**src/rtl/cordic_atan2_iter.sv**
```systemverilog
// cordic_atan2_iter: iterative vectoring CORDIC giving atan2(y, x) in degrees plus the vector magnitude.
// Optional macro CORDIC_GAIN_COMP_EN adds a COMP state that removes the CORDIC gain from mag_out.
module cordic_atan2_iter #(
    parameter int WIDTH = 20,
    parameter int FRAC  = 4,
    parameter int ITER  = 16,
    parameter int GUARD = 4
) (
    input  logic                    clk,
    input  logic                    rst,
    input  logic                    in_valid,
    output logic                    in_ready,
    input  logic signed [WIDTH-1:0] x_in,
    input  logic signed [WIDTH-1:0] y_in,
    output logic                    out_valid,
    input  logic                    out_ready,
    output logic signed [WIDTH-1:0] angle_out,
    output logic signed [WIDTH+1:0] mag_out
);
    localparam int XW  = WIDTH + 2 + GUARD;
    localparam int ZW  = WIDTH + GUARD;
    localparam int AF  = FRAC + GUARD;
    localparam int SHL = (AF > 16) ? AF - 16 : 0;
    localparam int SHR = (AF < 16) ? 16 - AF : 0;
    localparam logic [3:0] LAST = 4'(ITER - 1);
    localparam logic signed [ZW-1:0] Z180 = ZW'(180 * (2 ** AF));
    // atan(2^-i) in degrees, 16 fractional bits
    localparam logic [31:0] ATAN_Q16 [16] = '{
        32'd2949120, 32'd1740967, 32'd919880, 32'd466945,
        32'd234379,  32'd117304,  32'd58666,  32'd29335,
        32'd14668,   32'd7334,    32'd3667,   32'd1833,
        32'd917,     32'd458,     32'd229,    32'd115
    };

    typedef enum logic [1:0] {S_IDLE, S_ITER, S_COMP, S_DONE} state_t;
`ifdef CORDIC_GAIN_COMP_EN
    localparam state_t S_POST = S_COMP;
`else
    localparam state_t S_POST = S_DONE;
`endif

    state_t                  state_q;
    logic [3:0]              cnt_q;
    logic                    zero_q, in_ready_q, out_valid_q;
    logic signed [XW-1:0]    x_q, y_q, x_d, y_d, x_e, y_e;
    logic signed [ZW-1:0]    z_q, z_d, a_i;
    logic signed [WIDTH-1:0] angle_q, angle_d;
    logic signed [WIDTH+1:0] mag_q, mag_d;
    logic signed [ZW:0]      z_r;
    logic signed [XW:0]      x_r;
    logic                    x_neg, y_neg;
    logic                    unused_bits;

    function automatic logic signed [ZW-1:0] atan_lut(input logic [3:0] i);
        logic [63:0] a;
        a = 64'(ATAN_Q16[i]) << SHL;
        a = (a + ((64'd1 << SHR) >> 1)) >> SHR;
        return ZW'(a);
    endfunction

    always_comb begin
        x_neg   = x_in[WIDTH-1];
        x_e     = XW'(x_in) <<< GUARD;
        y_e     = XW'(y_in) <<< GUARD;
        y_neg   = y_q[XW-1];
        a_i     = atan_lut(cnt_q);
        x_d     = y_neg ? x_q - (y_q >>> cnt_q) : x_q + (y_q >>> cnt_q);
        y_d     = y_neg ? y_q + (x_q >>> cnt_q) : y_q - (x_q >>> cnt_q);
        z_d     = y_neg ? z_q - a_i : z_q + a_i;
        z_r     = {z_q[ZW-1], z_q} + (ZW+1)'((2 ** GUARD) / 2);
        x_r     = {x_q[XW-1], x_q} + (XW+1)'((2 ** GUARD) / 2);
        angle_d = zero_q ? '0 : z_r[GUARD +: WIDTH];
        mag_d   = zero_q ? '0 : x_r[GUARD +: WIDTH+2];
    end

`ifdef CORDIC_GAIN_COMP_EN
    logic signed [XW+17:0] prod;
    logic signed [XW-1:0]  x_c;
    // 39797 = 1/K in Q0.16, rounded on the way back down
    always_comb begin
        prod = (XW+18)'(x_q) * (XW+18)'(39797) + (XW+18)'(32768);
        x_c  = XW'(prod >>> 16);
    end
`endif

    assign unused_bits = ^{z_r, x_r};

    always_ff @(posedge clk) begin
        if (!rst) begin
            state_q     <= S_IDLE;
            cnt_q       <= '0;
            zero_q      <= 1'b0;
            in_ready_q  <= 1'b1;
            out_valid_q <= 1'b0;
            x_q         <= '0;
            y_q         <= '0;
            z_q         <= '0;
            angle_q     <= '0;
            mag_q       <= '0;
        end else begin
            case (state_q)
                S_IDLE: if (in_valid) begin
                    x_q        <= x_neg ? -x_e : x_e;
                    y_q        <= x_neg ? -y_e : y_e;
                    z_q        <= !x_neg ? '0 : (y_in[WIDTH-1] ? -Z180 : Z180);
                    zero_q     <= (x_in == '0) && (y_in == '0);
                    cnt_q      <= '0;
                    in_ready_q <= 1'b0;
                    state_q    <= S_ITER;
                end
                S_ITER: begin
                    x_q     <= x_d;
                    y_q     <= y_d;
                    z_q     <= z_d;
                    cnt_q   <= cnt_q + 4'd1;
                    state_q <= (cnt_q == LAST) ? S_POST : S_ITER;
                end
`ifdef CORDIC_GAIN_COMP_EN
                S_COMP: begin
                    x_q     <= x_c;
                    state_q <= S_DONE;
                end
`endif
                // first DONE cycle registers the rounded result; later cycles wait for the consumer
                S_DONE: if (!out_valid_q) begin
                    angle_q     <= angle_d;
                    mag_q       <= mag_d;
                    out_valid_q <= 1'b1;
                end else if (out_ready) begin
                    out_valid_q <= 1'b0;
                    in_ready_q  <= 1'b1;
                    state_q     <= S_IDLE;
                end
                default: state_q <= S_IDLE;
            endcase
        end
    end

    assign in_ready  = in_ready_q;
    assign out_valid = out_valid_q;
    assign angle_out = angle_q;
    assign mag_out   = mag_q;
endmodule

```
**config.mk**
```make
export PLATFORM = sky130hd
export DESIGN_NAME = cordic_atan2_iter
export DESIGN_NICKNAME = d
export VERILOG_FILES = /design/src/rtl/cordic_atan2_iter.sv
export SDC_FILE = /design/constraint.sdc
export NUM_CORES = 1
export LEC_CHECK = 0
export CAP_MARGIN = 20
export CORE_MARGIN = 2
export CORE_UTILIZATION = 40
export CTS_CLUSTER_DIAMETER = 120
export DETAILED_ROUTE_END_ITERATION = 10
export PLACE_DENSITY = 0.62
export RECOVER_POWER = 25
export SLEW_MARGIN = 20
export SYNTH_ARGS = -nofsm -noshare
export SYNTH_HDL_FRONTEND = slang
export SYNTH_SLANG_ARGS = --single-unit
```
**constraint.sdc**
```tcl
create_clock -name clk -period 7.8 [get_ports clk]
set_input_delay 1.17 -clock clk [delete_from_list [all_inputs] [get_ports clk]]
set_output_delay 1.17 -clock clk [all_outputs]
set_load 0.01 [all_outputs]
```
* Word-level counts from Yosys, hierarchy flattened *
Memories as Yosys holds them, arrays and structs flattened.
Index checks and enable logic that the tools add are counted.

storage, ports and cells
  logic and storage cells = 75
  flip-flop bits (word level) = 127
  memories kept = 1
  memory bits (read-only) = 512

operators by class
  reductions and logical operators = 11
  magnitude comparators = 1
  multiplexer cells = 30
  shifts and indexed selects = 2
  equality and inequality tests = 6
  bitwise logic cells = 2
  add/subtract/negate cells = 12

memory list
  memory           words  bits a word  read ports  clocked after Yosys merged registers in  write ports  RTL line  RTL
  (no name shown)  16     32           1           0                                        0            56        a = 64'(ATAN_Q16[i]) << SHL;

operator list
  cell                                                              count
  26-bit 2-to-1 mux                                                 6
  26-bit one-hot mux with 2 select lines                            2
  24-bit 2-to-1 mux                                                 4
  32-bit 2-to-1 mux                                                 2
  26-bit adder                                                      2
  24-bit negation with 26-bit output                                2
  26-bit by 4-bit >>> shifter with 26-bit output                    2
  26-bit subtractor                                                 2
  24-bit one-hot mux with 2 select lines                            1
  20-bit zero test                                                  2
  32-bit by 8-bit adder with 32-bit output (second input constant)  1
  26-bit by 5-bit adder with 26-bit output (second input constant)  1
  24-bit adder                                                      1
  24-bit by 5-bit adder with 24-bit output (second input constant)  1
  24-bit subtractor                                                 1
  22-bit 2-to-1 mux                                                 1
  20-bit 2-to-1 mux                                                 1
  2-bit 2-to-1 mux                                                  4
  4-bit one-hot mux with 2 select lines                             1
  2-bit != test (second input constant)                             3
  2-bit one-hot mux with 3 select lines                             1
  2-bit AND reduction                                               3
  5-bit greater-or-equal comparator (second input constant)         1
  1-bit 2-to-1 mux                                                  5
  other kinds (13)                                                  14

* Longest topological paths before layout *
  depth after elaboration = 8
  gate-level depth with buffers = 27
  depth with buffers taken out = 24

* Worst setup path before layout *
No wires, ideal clock.

  kind = reg2reg
  start point = register cnt_q[0]
  end point = register z_q[20]
  arrival = 5.967 ns
  required time = 7.671 ns
  setup time = 0.129 ns
  setup slack = 1.704 ns
  cell stages (with the launch flop) = 27
  period minus slack after synthesis = 6.096 ns
  path buffers = 3
  cells stage by stage = dfxtp_1 -> inv_1 -> buf_1 -> clkbuf_1 -> buf_1 -> ha_1 -> mux2_2 -> a21o_1 -> inv_1 -> ha_1 -> o21ai_1 -> o41ai_1 -> a21oi_2 -> nor4b_4 -> and2_1 -> o21ai_0 -> a31oi_1 -> ha_1 -> a21o_1 -> a21o_1 -> a21o_1 -> a21oi_1 -> o21ai_0 -> a221o_1 -> a21oi_1 -> or4_1 -> o211ai_1

on the way
  longest elaborated chain between the ends = 8
  elaborated cells between the ends (all ways) = 9
  classes of those cells = 3 x add/sub; 4 x mux; 1 x bitwise; 1 x memory

ends and longest elaborated chain
  what                                                        RTL line  RTL
  start, declared                                             43        logic [3:0] cnt_q;
  start signal, assigned                                      115       cnt_q <= cnt_q + 4'd1;
  4-bit inverter with 5-bit output (implied by the code) (*)  56
  memory 16 x 32 bit (*)                                      --
  32-bit 2-to-1 mux (implied by the code) (*) (2 in series)   56
  32-bit by 8-bit adder with 32-bit output (*)                57        a = (a + ((64'd1 << SHR) >> 1)) >> SHR;
  24-bit adder / 24-bit subtractor (equally long branches)    69        z_d = y_neg ? z_q - a_i : z_q + a_i;
  24-bit 2-to-1 mux (*)                                       69
  24-bit one-hot mux with 2 select lines (*)                  101       case (state_q)
  end signal, assigned                                        105       z_q <= !x_neg ? '0 : (y_in[WIDTH-1] ? -Z180 : Z180);
  end signal, assigned                                        114       z_q <= z_d;
  end, declared                                               46        logic signed [ZW-1:0] z_q, z_d, a_i;

Mark *: on every way between the ends. The rest lies on a longest branch, timed or not. The select of a mux whose other input is x is not followed.
A chain may end at the register's enable or synchronous reset.

* Final worst setup path *
  start point = register cnt_q[1]
  end point = register z_q[23]

Same word-level chain as after synthesis.

==> report_table.html <==
<table>
<tr><th>Metric</th><th>Value</th></tr>
<tr><th colspan="2">Clock network</th></tr>
<tr><td>Clock H-tree levels</td><td>4</td></tr>
<tr><td>Number of cells upsized or downsized after cts</td><td>0</td></tr>
<tr><td>Clock buffer count from CTS</td><td>17</td></tr>
<tr><td>CTS tree</td><td>done</td></tr>
<tr><td>Clock slew at reported path FFs</td><td>60 ps</td></tr>
<tr><td>Post-CTS setup buffers</td><td>0</td></tr>
<tr><td>Total clock sinks</td><td>127</td></tr>
<tr><td>Source-to-sink clock delay at the later pin of the worst-skew pair</td><td>470 ps</td></tr>
<tr><td>Maximum number of buffers from clock root to sink</td><td>2</td></tr>
<tr><td>Hold-fix buffer count after cts</td><td>0</td></tr>
<tr><td>Clk root buf</td><td>sky130_fd_sc_hd__clkbuf_16</td></tr>
<tr><th colspan="2">Yosys</th></tr>
<tr><td>Flip-flop and latch count after synthesis</td><td>127</td></tr>
<tr><td>Number of enable flip-flop cells after synthesis</td><td>0</td></tr>
<tr><td>Area fraction of the dominant cell type after synthesis</td><td>16.64%</td></tr>
<tr><td>Leading cell types by total area after synthesis</td><td>sky130_fd_sc_hd__dfxtp_1 17%, sky130_fd_sc_hd__ha_1 7.4%, sky130_fd_sc_hd__xnor2_1 5.4%</td></tr>
<tr><td>Summed instance area of the synthesized netlist</td><td>15280 um^2</td></tr>
<tr><td>Share of synthesized area occupied by flip-flops and latches</td><td>16.64%</td></tr>
<tr><td>Number of nets in the synthesized netlist</td><td>2120</td></tr>
<tr><td>Cell with the most instances after synthesis</td><td>sky130_fd_sc_hd__nand2_1</td></tr>
<tr><td>Ranking of synthesized cells by instance count</td><td>189 x sky130_fd_sc_hd__nand2_1, 132 x sky130_fd_sc_hd__o21ai_0, 127 x sky130_fd_sc_hd__dfxtp_1</td></tr>
<tr><td>Post-synth top flop</td><td>sky130_fd_sc_hd__dfxtp_1</td></tr>
<tr><td>Count of synthesis-stage warnings from yosys</td><td>0</td></tr>
<tr><td>Cells after synthesis</td><td>1983</td></tr>
<tr><td>Top cell type by total area after synthesis</td><td>sky130_fd_sc_hd__dfxtp_1</td></tr>
<tr><td>Number of library cell types mapped by synthesis</td><td>96</td></tr>
<tr><td>Synth async-reset ratio</td><td>0%</td></tr>
<tr><td>Synthesized area per cell</td><td>7.706 um^2</td></tr>
<tr><th colspan="2">Worst setup path</th></tr>
<tr><td>Master of the slowest instance on the critical path</td><td>sky130_fd_sc_hd__dfxtp_4</td></tr>
<tr><td>Worst EP arrival</td><td>6810 ps</td></tr>
<tr><td>Cell class contributing the biggest share of worst-path delay</td><td>compound AO/OA/AOI/OAI gates</td></tr>
<tr><td>Capturing element type of the critical path</td><td>flip-flop</td></tr>
<tr><td>CP cell instances</td><td>inv_1 -&gt; ha_1 -&gt; mux2_2 -&gt; a21o_1 -&gt; inv_1 -&gt; ha_1 -&gt; o21ai_1 -&gt; o41ai_1 -&gt; a21oi_2 -&gt; nor4b_4 -&gt; a21oi_1 -&gt; o31ai_1 -&gt; a21oi_1 -&gt; ha_1 -&gt; nand4_1 -&gt; nor2_1 -&gt; nand4_1 -&gt; a211oi_1 -&gt; nor3_1 -&gt; o31ai_1 -&gt; nor2_1 -&gt; o311ai_1 -&gt; o211ai_1</td></tr>
<tr><td>Crit path buffers/inverters</td><td>2</td></tr>
<tr><td>Crit Path Max Fanout</td><td>56</td></tr>
<tr><td>Kind of launch point of the worst setup path</td><td>flip-flop</td></tr>
<tr><td>Critical path required time</td><td>8130 ps</td></tr>
<tr><td>Category of the most critical setup path</td><td>reg -&gt; reg</td></tr>
<tr><td>Worst stage delay on the critical path</td><td>850 ps</td></tr>
<tr><td>Most used cell, CP</td><td>sky130_fd_sc_hd__ha_1</td></tr>
<tr><th colspan="2">Final layout</th></tr>
<tr><td>Final nets</td><td>2111</td></tr>
<tr><td>Count of inserted antenna diode cells</td><td>0</td></tr>
<tr><td>Fill cell count</td><td>3785</td></tr>
<tr><td>Cell area after layout</td><td>17030 um^2</td></tr>
<tr><td>Share of final-layout standard cells stronger than drive strength 1</td><td>7.956%</td></tr>
<tr><td>Area delta synth-&gt;final</td><td>11.45%</td></tr>
<tr><th colspan="2">Floorplan</th></tr>
<tr><td>Initial Utilization</td><td>40.57%</td></tr>
<tr><td>Count of pins on the block boundary</td><td>88</td></tr>
<tr><td>Die Y-Extent</td><td>199.5 um</td></tr>
<tr><td>Die span in x</td><td>199.5 um</td></tr>
<tr><td>Core region area</td><td>37670 um^2</td></tr>
<tr><td>Die Footprint</td><td>39780 um^2</td></tr>
<tr><td>Rows</td><td>71</td></tr>
<tr><th colspan="2">Power and ir drop</th></tr>
<tr><td>Total power after layout</td><td>4466 uW</td></tr>
<tr><td>Lkg Pwr</td><td>0.006512 uW</td></tr>
<tr><td>Power density relative to cell area</td><td>262.3 nW/um^2</td></tr>
<tr><td>Worst IR drop on VDD</td><td>0.1738 mV</td></tr>
<tr><th colspan="2">Hold path</th></tr>
<tr><td>Kind of path behind the tightest hold check</td><td>reg -&gt; reg</td></tr>
<tr><th colspan="2">Drt</th></tr>
<tr><td>TritonRoute pass-1 iters</td><td>5</td></tr>
<tr><td>Starting DRC count in detailed routing</td><td>1087</td></tr>
<tr><td>Final wirelength</td><td>52090 um</td></tr>
<tr><td>Routed length per placed instance</td><td>20.86 um</td></tr>
<tr><td>Number of remaining DRC errors</td><td>0</td></tr>
<tr><td>Total number of vias</td><td>15362</td></tr>
<tr><td>Antenna Violating Nets Remaining</td><td>0</td></tr>
<tr><td>Average via count per standard cell</td><td>6.152</td></tr>
<tr><th colspan="2">Global route</th></tr>
<tr><td>Vias in the first global route</td><td>14286</td></tr>
<tr><td>Overflow left after global routing</td><td>0</td></tr>
<tr><td>Antenna violations before repair</td><td>1</td></tr>
<tr><td>All-Layer GR Usage</td><td>26.32%</td></tr>
<tr><td>Pin count of the biggest net entering global routing</td><td>85</td></tr>
<tr><td>Global-route wire length before repair</td><td>81450 um</td></tr>
<tr><th colspan="2">STA</th></tr>
<tr><td>Share of the clock period used by the worst path</td><td>83.08%</td></tr>
<tr><td>Top achievable clock speed</td><td>154.3 MHz</td></tr>
<tr><td>Number of hold violations in the final report</td><td>0</td></tr>
<tr><td>Setup TNS Final</td><td>0 ps</td></tr>
<tr><td>RSZ-0062 raised after global routing</td><td>no</td></tr>
<tr><td>Worst Tran Pin Value</td><td>3591 ps</td></tr>
<tr><td>Tmin final</td><td>6480 ps</td></tr>
<tr><td>Number of slew-limit violations in the final report</td><td>214</td></tr>
<tr><td>Headroom to the max-slew limit</td><td>-139.4%</td></tr>
<tr><td>Worst Clk Skew</td><td>13.64 ps</td></tr>
<tr><td>Setup violations, final</td><td>0</td></tr>
<tr><th colspan="2">Place</th></tr>
<tr><td>Routability-driven placement congestion ratio</td><td>0.9649</td></tr>
<tr><td>I/O Buffers</td><td>87</td></tr>
<tr><td>Post-DP HPWL</td><td>39310 um</td></tr>
<tr><td>Placed Instance Area</td><td>16390 um^2</td></tr>
<tr><th colspan="2">Outcome</th></tr>
<tr><td>Violations in the final reports</td><td>capacitance limit, slew limit</td></tr>
<tr><td>Run status</td><td>finished with violations</td></tr>
<tr><th colspan="2">Job</th></tr>
<tr><td>Max cap viols</td><td>4</td></tr>
</table>
## worst min-delay path: stages (launching register included)
cell	delay, ps
sky130_fd_sc_hd__dfxtp_1	320
sky130_fd_sc_hd__nand3_1	60
sky130_fd_sc_hd__o21ai_0	70
## per-stage QoR
stage	setup slack (ps)	utilization, %	cells	hold slack, ps
final	1320	45.21	2497	500.7
after global routing	652.3	45.21	2497	511.8
after CTS	1390	45.26	2497	497.6
after detailed placement	1430	43.51	2466	488.1
after global placement	1676	43.51	2466	478.2
after floorplan	1704	-	1983	469.9
## per-layer routing
metal  up-vias  track usage, %  share of wire [%]
li1       7364               -                  -
met1      7475           38.22                 48
met2       460           40.31                 44
met3        63           3.595                6.0
met4         0           7.737                2.1
met5         -               0                  0
## final cells by class
class	count	area (um^2)	area share (%)
clock inverters	13	232.7	1.367
inverters	50	187.7	1.102
clock buffers	18	429.2	2.520
repair buffers	108	1015	5.958
flip-flops and latches	127	2554	15.00
well taps	511	639.4	3.754
multi-input cells	1670	11970	70.30
## cell usage in the layout, fill, tap and decap left out, types with 45 or more instances in the layout
cell type / instances
sky130_fd_sc_hd__a21oi_1: 125
sky130_fd_sc_hd__o21ai_0: 132
sky130_fd_sc_hd__xnor2_1: 95
sky130_fd_sc_hd__a22oi_1: 45
sky130_fd_sc_hd__xor2_1: 73
sky130_fd_sc_hd__clkdlybuf4s50_1: 56
sky130_fd_sc_hd__dfxtp_1: 122
sky130_fd_sc_hd__nand2_1: 189
sky130_fd_sc_hd__nor2_1: 117
sky130_fd_sc_hd__ha_1: 90
sky130_fd_sc_hd__nor2b_1: 69
sky130_fd_sc_hd__mux2i_1: 62
sky130_fd_sc_hd__inv_1: 48
## worst paths after layout
path / startpoint / to / depth (start not counted) / slack [ps]
worst max-delay path: cnt_q[1]$_SDFFE_PN0P_ / z_q[23]$_SDFFE_PN0P_ / 23 / 1320
worst min-delay path: angle_out[16]$_SDFFE_PN0P_ / angle_out[16]$_SDFFE_PN0P_ / 2 / 500
worst max register to register: cnt_q[1]$_SDFFE_PN0P_ / z_q[23]$_SDFFE_PN0P_ / 23 / 1320
worst min register to register: angle_out[16]$_SDFFE_PN0P_ / angle_out[16]$_SDFFE_PN0P_ / 2 / 500
## state kept, by name (all words and copies together) (netlist names)
| signal | count |
|---|---|
| x_q | 26 |
| y_q | 26 |
| z_q | 24 |
| mag_out | 22 |
| angle_out | 20 |
| cnt_q | 4 |
| state_q | 2 |
| in_ready | 1 |
| out_valid | 1 |
| zero_q | 1 |
## report_power, final
part           switching, uW  internal [uW]
registers                206            721
clock network            338            599
logic                   1510           1090
total                   2060           2410
## cell families (layout without fill, tap and decap cells)
| family | Yosys count | count (layout) | synth area share [%] |
|---|---|---|---|
| fa+ha+maj | 93 | 93 | 7.762 |
| simple gates | 648 | 648 | 21.93 |
| flops | 127 | 127 | 16.64 |
| mux | 128 | 128 | 11.36 |
| compound gates | 633 | 633 | 27.59 |
| xor+xnor | 168 | 168 | 9.629 |
| buf+inv | 186 | 189 | 5.093 |
No activity file was read; power rests on OpenSTA's default activity.
